**src/rtl/fetch_stage.sv**
```systemverilog
// fetch_stage: MIPS instruction-fetch stage; PC register, imem address,
// IF/ID pipeline register, redirect/stall/flush handling, perf counters.
//
// Ports:
//   clock, reset          rising-edge clock, synchronous active-high reset
//   stall, flush          hazard-unit hold / bubble requests
//   branch_taken/_target  ID-stage taken branch and its destination
//   jump/jump_target      ID-stage j/jal and its destination
//   imem_addr, imem_data  combinational instruction-memory read port
//   pc                    current PC register
//   if_id_instr/_pc_plus4/_valid  IF/ID register (valid 0 = bubble)
//   fetch_count, stall_count, flush_count  performance counters
module fetch_stage #(
    parameter logic [31:0] RESET_PC    = 32'h0000_0000,
    parameter int          FLUSH_CNT_W = 16
) (
    input  logic                   clock,
    input  logic                   reset,
    input  logic                   stall,
    input  logic                   flush,
    input  logic                   branch_taken,
    input  logic [31:0]            branch_target,
    input  logic                   jump,
    input  logic [31:0]            jump_target,
    output logic [31:0]            imem_addr,
    input  logic [31:0]            imem_data,
    output logic [31:0]            pc,
    output logic [31:0]            if_id_instr,
    output logic [31:0]            if_id_pc_plus4,
    output logic                   if_id_valid,
    output logic [31:0]            fetch_count,
    output logic [31:0]            stall_count,
    output logic [FLUSH_CNT_W-1:0] flush_count
);

    localparam logic [FLUSH_CNT_W-1:0] FLUSH_ONE =
        {{(FLUSH_CNT_W-1){1'b0}}, 1'b1};
    localparam logic [FLUSH_CNT_W-1:0] FLUSH_MAX = '1;

    logic        redirect;
    logic [31:0] target_raw;
    logic [31:0] target;
    logic [31:0] pc_plus4;
    logic [FLUSH_CNT_W-1:0] flush_next;

    assign redirect   = branch_taken | jump;
    // Branch wins when both branch and jump resolve in the same cycle.
    assign target_raw = branch_taken ? branch_target : jump_target;
    assign target     = {target_raw[31:2], 2'b00};
    assign pc_plus4   = pc + 32'd4;
    assign imem_addr  = pc;

    // Bubble counter saturates rather than wrapping.
    assign flush_next = (flush_count == FLUSH_MAX) ?
                        flush_count : flush_count + FLUSH_ONE;

    always_ff @(posedge clock) begin
        if (reset) begin
            pc             <= RESET_PC;
            if_id_instr    <= 32'd0;
            if_id_pc_plus4 <= 32'd0;
            if_id_valid    <= 1'b0;
            fetch_count    <= 32'd0;
            stall_count    <= 32'd0;
            flush_count    <= '0;
        end else if (redirect) begin
            // Word fetched this cycle is on the wrong path: drop it.
            pc             <= target;
            if_id_instr    <= 32'd0;
            if_id_pc_plus4 <= 32'd0;
            if_id_valid    <= 1'b0;
            flush_count    <= flush_next;
        end else if (stall) begin
            stall_count <= stall_count + 32'd1;
            // PC holds, but a concurrent flush still bubbles IF/ID.
            if (flush) begin
                if_id_instr    <= 32'd0;
                if_id_pc_plus4 <= 32'd0;
                if_id_valid    <= 1'b0;
                flush_count    <= flush_next;
            end
        end else if (flush) begin
            pc             <= pc_plus4;
            if_id_instr    <= 32'd0;
            if_id_pc_plus4 <= 32'd0;
            if_id_valid    <= 1'b0;
            flush_count    <= flush_next;
        end else begin
            pc             <= pc_plus4;
            if_id_instr    <= imem_data;
            if_id_pc_plus4 <= pc_plus4;
            if_id_valid    <= 1'b1;
            fetch_count    <= fetch_count + 32'd1;
        end
    end

endmodule

```
**config.mk**
```make
export PLATFORM = sky130hd
export DESIGN_NAME = fetch_stage
export DESIGN_NICKNAME = d
export VERILOG_FILES = /design/src/rtl/fetch_stage.sv
export SDC_FILE = /design/constraint.sdc
export NUM_CORES = 1
export LEC_CHECK = 0
export ABC_AREA = 1
export BUFFER_PORTS_ARGS = -buffer_cell sky130_fd_sc_hd__buf_2
export CORE_MARGIN = 2
export CORE_UTILIZATION = 35
export CTS_CLUSTER_SIZE = 20
export DETAILED_ROUTE_END_ITERATION = 10
export HOLD_SLACK_MARGIN = 0.12
export REMOVE_ABC_BUFFERS = 1
export SYNTH_ARGS = -nofsm -noshare
export SYNTH_HDL_FRONTEND = slang
export SYNTH_SLANG_ARGS = --single-unit
```
**constraint.sdc**
```tcl
create_clock -name clock -period 3.71 [get_ports clock]
set_input_delay 0.9275 -clock clock [delete_from_list [all_inputs] [get_ports clock]]
set_output_delay 0.9275 -clock clock [all_outputs]
set_load 0.01 [all_outputs]
```
# Yosys cells after proc, flatten, opt, wreduce, memory -nomap -nowiden
# Index checks and enable logic that the tools add are counted.
dict set report word_totals {
  ff_bits 177
  input_bits 102
}
dict set report classes {
  addsub 4
  eq_ne 3
  n_mux 14
  bitwise_logic 4
  n_reduce_logical 4
}
# operator count
set ops {}
lappend ops {{two-way mux 32 bit} 8}
lappend ops {{adder 32 x 1 -> 32 bit, second input constant} 2}
lappend ops {{two-way mux 16 bit} 3}
lappend ops {{adder 32 x 3 -> 32 bit, second input constant} 1}
lappend ops {{adder 16 x 1 -> 16 bit, second input constant} 1}
lappend ops {{equality test 16 bit, second input constant} 1}
lappend ops {{!= test 2 x 1 -> 1 bit, second input constant} 2}
lappend ops {{two-way mux 1 bit} 3}
lappend ops {{inverter 1 bit} 3}
lappend ops {{AND reduction 3 bit} 1}
lappend ops {{AND reduction 2 bit} 1}
lappend ops {{nonzero test 2 bit} 1}
lappend ops {{OR reduction 2 bit} 1}
lappend ops {{OR 1 bit} 1}

# Longest topological paths before layout
dict set report depth {
  depth_word 4
  depth_mapped 12
}

# Least setup slack after synthesis
# Ideal clock, no wire load.
dict set report synth_path {
  path_type {input to register}
  start {input port jump}
  end {register stall_count[25]}
  setup_time_ps 115
  arrival_ps 1940
  t_required_ps 3595
  slack_ps 1655
  stages 11
  n_path_buf 1
  cell_sequence {nor2_2 nand2_1 buf_4 nor2_8 nand2_2 nor2_2 nand2_1 nor2_2 nand3_1 nand2_1 nor2_1}
}
dict set report synth_between {
  elab_chain_len 3
}
# item line_no
set synth_lines {}
lappend synth_lines {{from (decl)} 23} ;# input logic jump,
lappend synth_lines {{OR 1 bit} 46} ;# assign redirect = branch_taken | jump;
lappend synth_lines {{inverter 1 bit (no line)} -}
lappend synth_lines {{AND reduction 2 bit (no line)} -}
lappend synth_lines {{to (signal assigned)} 74} ;# stall_count <= stall_count + 32'd1;
lappend synth_lines {{to (decl)} 32} ;# output logic [31:0] stall_count,
# No other way between the ends.
# A chain may end at the register's enable or synchronous reset.

# Final worst setup path
dict set report layout_path {
  start {input port branch_taken}
  end {register pc[8] (netlist: imem_addr[8])}
}
dict set report layout_between {
  elab_chain_len 2
}
# item line_no
set layout_lines {}
lappend layout_lines {{from (decl)} 21} ;# input logic branch_taken,
lappend layout_lines {{OR 1 bit or two-way mux 32 bit (tied branches)} {46, 48}}
lappend layout_lines {{!= test 2 x 1 -> 1 bit (no line) or two-way mux 32 bit (tied branches)} -}
lappend layout_lines {{to (signal assigned)} 68} ;# pc <= target;
lappend layout_lines {{to (signal assigned)} 83} ;# pc <= pc_plus4;
lappend layout_lines {{to (signal assigned)} 89} ;# pc <= pc_plus4;
lappend layout_lines {{to (decl)} 27} ;# output logic [31:0] pc,
# Parallel ways exist; a longest one is shown, timed or not.

==> results by group <==
Status
  • Outcome: completed

Layout
  • Most common library cell in the layout ignoring fill and taps: sky130_fd_sc_hd__nand2_1
  • Filler cell count in the final layout: 2838
  • Most frequent cells in the layout: 451 x sky130_fd_sc_hd__nand2_1, 300 x sky130_fd_sc_hd__buf_2, 173 x sky130_fd_sc_hd__dfxtp_1
  • Share of layout cells above drive strength 1: 23.3%
  • Number of nets in the layout: 1769
  • Multi-input gate area in the final layout: 4860 sq um
  • Post-synthesis to final-layout area growth: 23.9%
  • End-of-flow core utilization: 44.0%
  • Register cell area after layout: 3460 sq um

Clock tree
  • CTS H-tree lvls: 4
  • Number of sinks handled by clock tree synthesis: 173
  • Number of buffers created by CTS: 17
  • Clock root buffer: sky130_fd_sc_hd__clkbuf_16
  • Setup Buffers After CTS: 0
  • Number of cells upsized or downsized after cts: 0
  • Quantity of hold-fixing buffers added after cts: 0
  • Clock transition at the registers of the reported paths: 0.07 ns
  • Worst-Skew Late Latency: 0.43 ns
  • TritonCTS clock tree: built
  • Maximum count of clock buffers along a single path: 2

Worst setup path
  • Critical R2R Launch: flush_count[0]
  • Top fanout value on the critical path: 20
  • Largest stage delay on the critical path: 0.46 ns
  • Nature of the critical path startpoint: input pin
  • Slowest CP cell: sky130_fd_sc_hd__clkinv_1
  • Worst setup path class: input pin to flip-flop
  • Depth of the worst register-to-register path: 9
  • Arrival time of data at the critical path endpoint: 2.89 ns
  • Cell type with the highest occurrence count on the critical path: sky130_fd_sc_hd__buf_4
  • Minimum setup slack among reg-to-reg paths: 1.64 ns
  • Cells traversed along the worst timing path: buf_2 -> nor2_2 -> nand2_2 -> buf_4 -> clkinv_1 -> buf_4 -> o21bai_1 -> inv_1
  • Endpoint of the lowest-slack register-to-register path: flush_count[10]
  • Required time at the worst-slack endpoint: 4.03 ns
  • Endpoint type of the worst setup path: flip-flop

Logic synthesis
  • Average cell area after synthesis: 6.56 sq um
  • Synthesis Warnings: 0
  • Gate count of the mapped netlist: 1408
  • Distinct cells, synth: 43
  • Share of synthesized cell area in full adder, half adder and majority cells: 0.542%
  • Sequential-to-total area share from yosys stat: 37.5%
  • Post-synthesis xor/xnor area fraction: 2.85%
  • Leading register cell type out of synthesis: sky130_fd_sc_hd__dfxtp_1
  • Post-Synthesis Cell Area: 9230 sq um
  • Compound-cell area share of the yosys netlist: 14.5%
  • Fraction of the mapped netlist area in simple logic gates: 34.4%
  • Ys async rst share: 0%
  • Multiplexer share of the synthesized area: 0%
  • Main combinational cell family by area after synthesis: simple AND/OR/NAND/NOR gates
  • Number of enable-type register cells in the synthesized netlist: 0
  • Flip-flop and latch count after synthesis: 173

STA
  • Final setup TNS: 0 ns
  • Final setup skew: 0.0153 ns
  • Count of final setup violators: 0
  • Least-Margin Pin Slew: 0.946 ns
  • Tightest hold margin: 0.460 ns
  • Final max-slew violation count: 0
  • Highest clock frequency the design can meet: 389 MHz
  • Time the worst path needs with I/O delays and setup: 2.57 ns
  • Max-Slew Margin vs Limit: 36.9%
  • Final count of hold timing violations: 0
  • Portion of the clock cycle consumed by the worst path in the final layout: 69.4%
  • Setup repair after global routing missed its margin: false

Global routing
  • Gr ovfl total: 0
  • Total global routing track utilization: 22.3%
  • Number of global-route vias before repair: 9248
  • Global-route wire length before repair: 49.5 mm
  • Initial antenna violation count: 3
  • Maximum number of pins on one net before global-route repair: 62

Pwr
  • Internal Power: 0.00318 W
  • Power density over the cells: 380 nW/um^2
  • Sw power: 0.00117 W
  • Max IR drop VDD: 0.262 mV
  • Combinational Power Share: 10.0%
  • Lkg Pwr: 4.98 nW
  • Share of total power in sequential cells: 45.2%
  • Clock share of power: 44.8%
  • Switching Share: 26.9%

Worst hold path
  • Launch instance of the worst min-delay path: if_id_instr[29]
  • Hold Crit Class: flip-flop to flip-flop
  • Endpoint with the worst hold slack: if_id_instr[29]
  • Number of stages on the worst hold path: 2

Floorplanning
  • Die outline area: 27700 sq um
  • Placement row count: 59
  • Die W: 166 microns
  • Height of the die: 166 microns
  • I/O pin total: 311
  • Initial standard-cell utilization of the core: 35.5%
  • Core box area: 26000 sq um

Placed design
  • Count of buffers inserted at the top-level ports: 300
  • HPWL after detailed placement: 22.8 mm
  • RD Place Congestion: 0.857

Drt
  • Vias per inst: 4.86
  • Drt drc: 0
  • Final routed wirelength across all metal layers: 31.2 mm
  • DRT Pass-1 Iters: 5
  • Average wire per standard cell: 15.5 microns
  • Count of antenna-violating nets left after detailed routing: 0
  • Initial drt markers: 595
  • Detailed-route via count: 9793

Flow run
  • Max capacitance violation total: 0
metal layers:
layer  global-route usage, %  vias to the layer above  share of wire (%)
li1                        -                     5010                  -
met1                    27.9                     4481                 44
met2                    38.9                      280                 49
met3                    4.74                       22                5.6
met4                    5.47                        0                1.2
met5                       0                        -                  0
how the worst max path moves through the flow:
stage / cells past startpoint / start / slack (ns) / end
2_1_floorplan: 5 / jump / 0.25 / imem_addr[27]
3_3_place_gp: 8 / branch_taken / 0.69 / imem_addr[8]
3_5_place_dp: 8 / branch_taken / 0.69 / imem_addr[8]
4_1_cts: 8 / branch_taken / 1.13 / imem_addr[8]
5_1_grt: 8 / branch_taken / 1.06 / stall_count[30]
6_report: 8 / branch_taken / 1.14 / imem_addr[8]
worst max-delay path: cells and delay by family:
kind | cells | cell delay (ns)
buffers and inverters | 5 | 1.48
AND/OR/NAND/NOR | 2 | 0.33
AO/OA/AOI/OAI | 1 | 0.14
cell families (layout without fill, tap and decap cells):
kind of cell / count (synthesis) / count (layout)
AND/OR/NAND/NOR: 761 / 761
AO/OA/AOI/OAI: 239 / 239
buffers and inverters: 200 / 463
flip-flops: 173 / 173
XOR/XNOR: 30 / 30
adder cells (fa/ha/maj): 4 / 4
other: 1 / 9
flip-flops by register name (all words and copies together) (netlist names):
register,count
flush_count,16
imem_addr,30
stall_count,32
if_id_instr,32
if_id_valid,1
if_id_pc_plus4,30
fetch_count,32
cell type report:
| type | count | area share, % |
|---|---|---|
| diodes | 3 | 0.0657 |
| clock buffers | 19 | 3.96 |
| clock inverters | 13 | 1.54 |
| inverters | 116 | 3.82 |
| multi-input cells | 1040 | 42.5 |
| flip-flops and latches | 173 | 30.3 |
| well taps | 335 | 3.67 |
| repair buffers | 315 | 14.1 |
synth_stat cells, types with 8 or more instances:
cell type | number | area (sq um)
sky130_fd_sc_hd__nand2_1 | 452 | 1700
sky130_fd_sc_hd__dfxtp_1 | 173 | 3460
sky130_fd_sc_hd__nor2_1 | 164 | 616
sky130_fd_sc_hd__a21oi_1 | 137 | 686
sky130_fd_sc_hd__inv_1 | 111 | 417
sky130_fd_sc_hd__nand3_1 | 74 | 370
sky130_fd_sc_hd__o21ai_0 | 52 | 260
sky130_fd_sc_hd__buf_4 | 37 | 278
sky130_fd_sc_hd__clkbuf_1 | 25 | 93.8
sky130_fd_sc_hd__xor2_1 | 18 | 158
sky130_fd_sc_hd__nor3_1 | 17 | 85.1
sky130_fd_sc_hd__buf_2 | 15 | 75.1
sky130_fd_sc_hd__nand3b_1 | 12 | 90.1
sky130_fd_sc_hd__xnor2_1 | 12 | 105
sky130_fd_sc_hd__o21bai_1 | 11 | 82.6
sky130_fd_sc_hd__or2_2 | 10 | 62.6
sky130_fd_sc_hd__o22ai_1 | 9 | 56.3
sky130_fd_sc_hd__nor2_2 | 8 | 50.1
sky130_fd_sc_hd__o221a_2 | 8 | 90.1
through the flow:
step | total power [W] | setup slack, ns | instances | cell area (sq um)
final | 0.00435 | 1.14 | 2014 | 11400
after global routing | 0.00453 | 1.06 | 2012 | 11400
after floorplan | 0.00220 | 0.253 | 1329 | 8750
after global placement | 0.00244 | 0.690 | 1979 | 10800
after detailed placement | 0.00244 | 0.687 | 1979 | 10800
after CTS | 0.00440 | 1.13 | 2011 | 11400
power groups by stage:
stage	Clock (W)	Combinational (W)	Sequential [W]
floorplan	0	0.000188	0.00202
global placement	0	0.000434	0.00200
detailed placement	0	0.000438	0.00201
CTS	0.00200	0.000439	0.00196
global route	0.00207	0.000485	0.00197
finish	0.00195	0.000435	0.00196
Power figures use the tool's default switching activity.
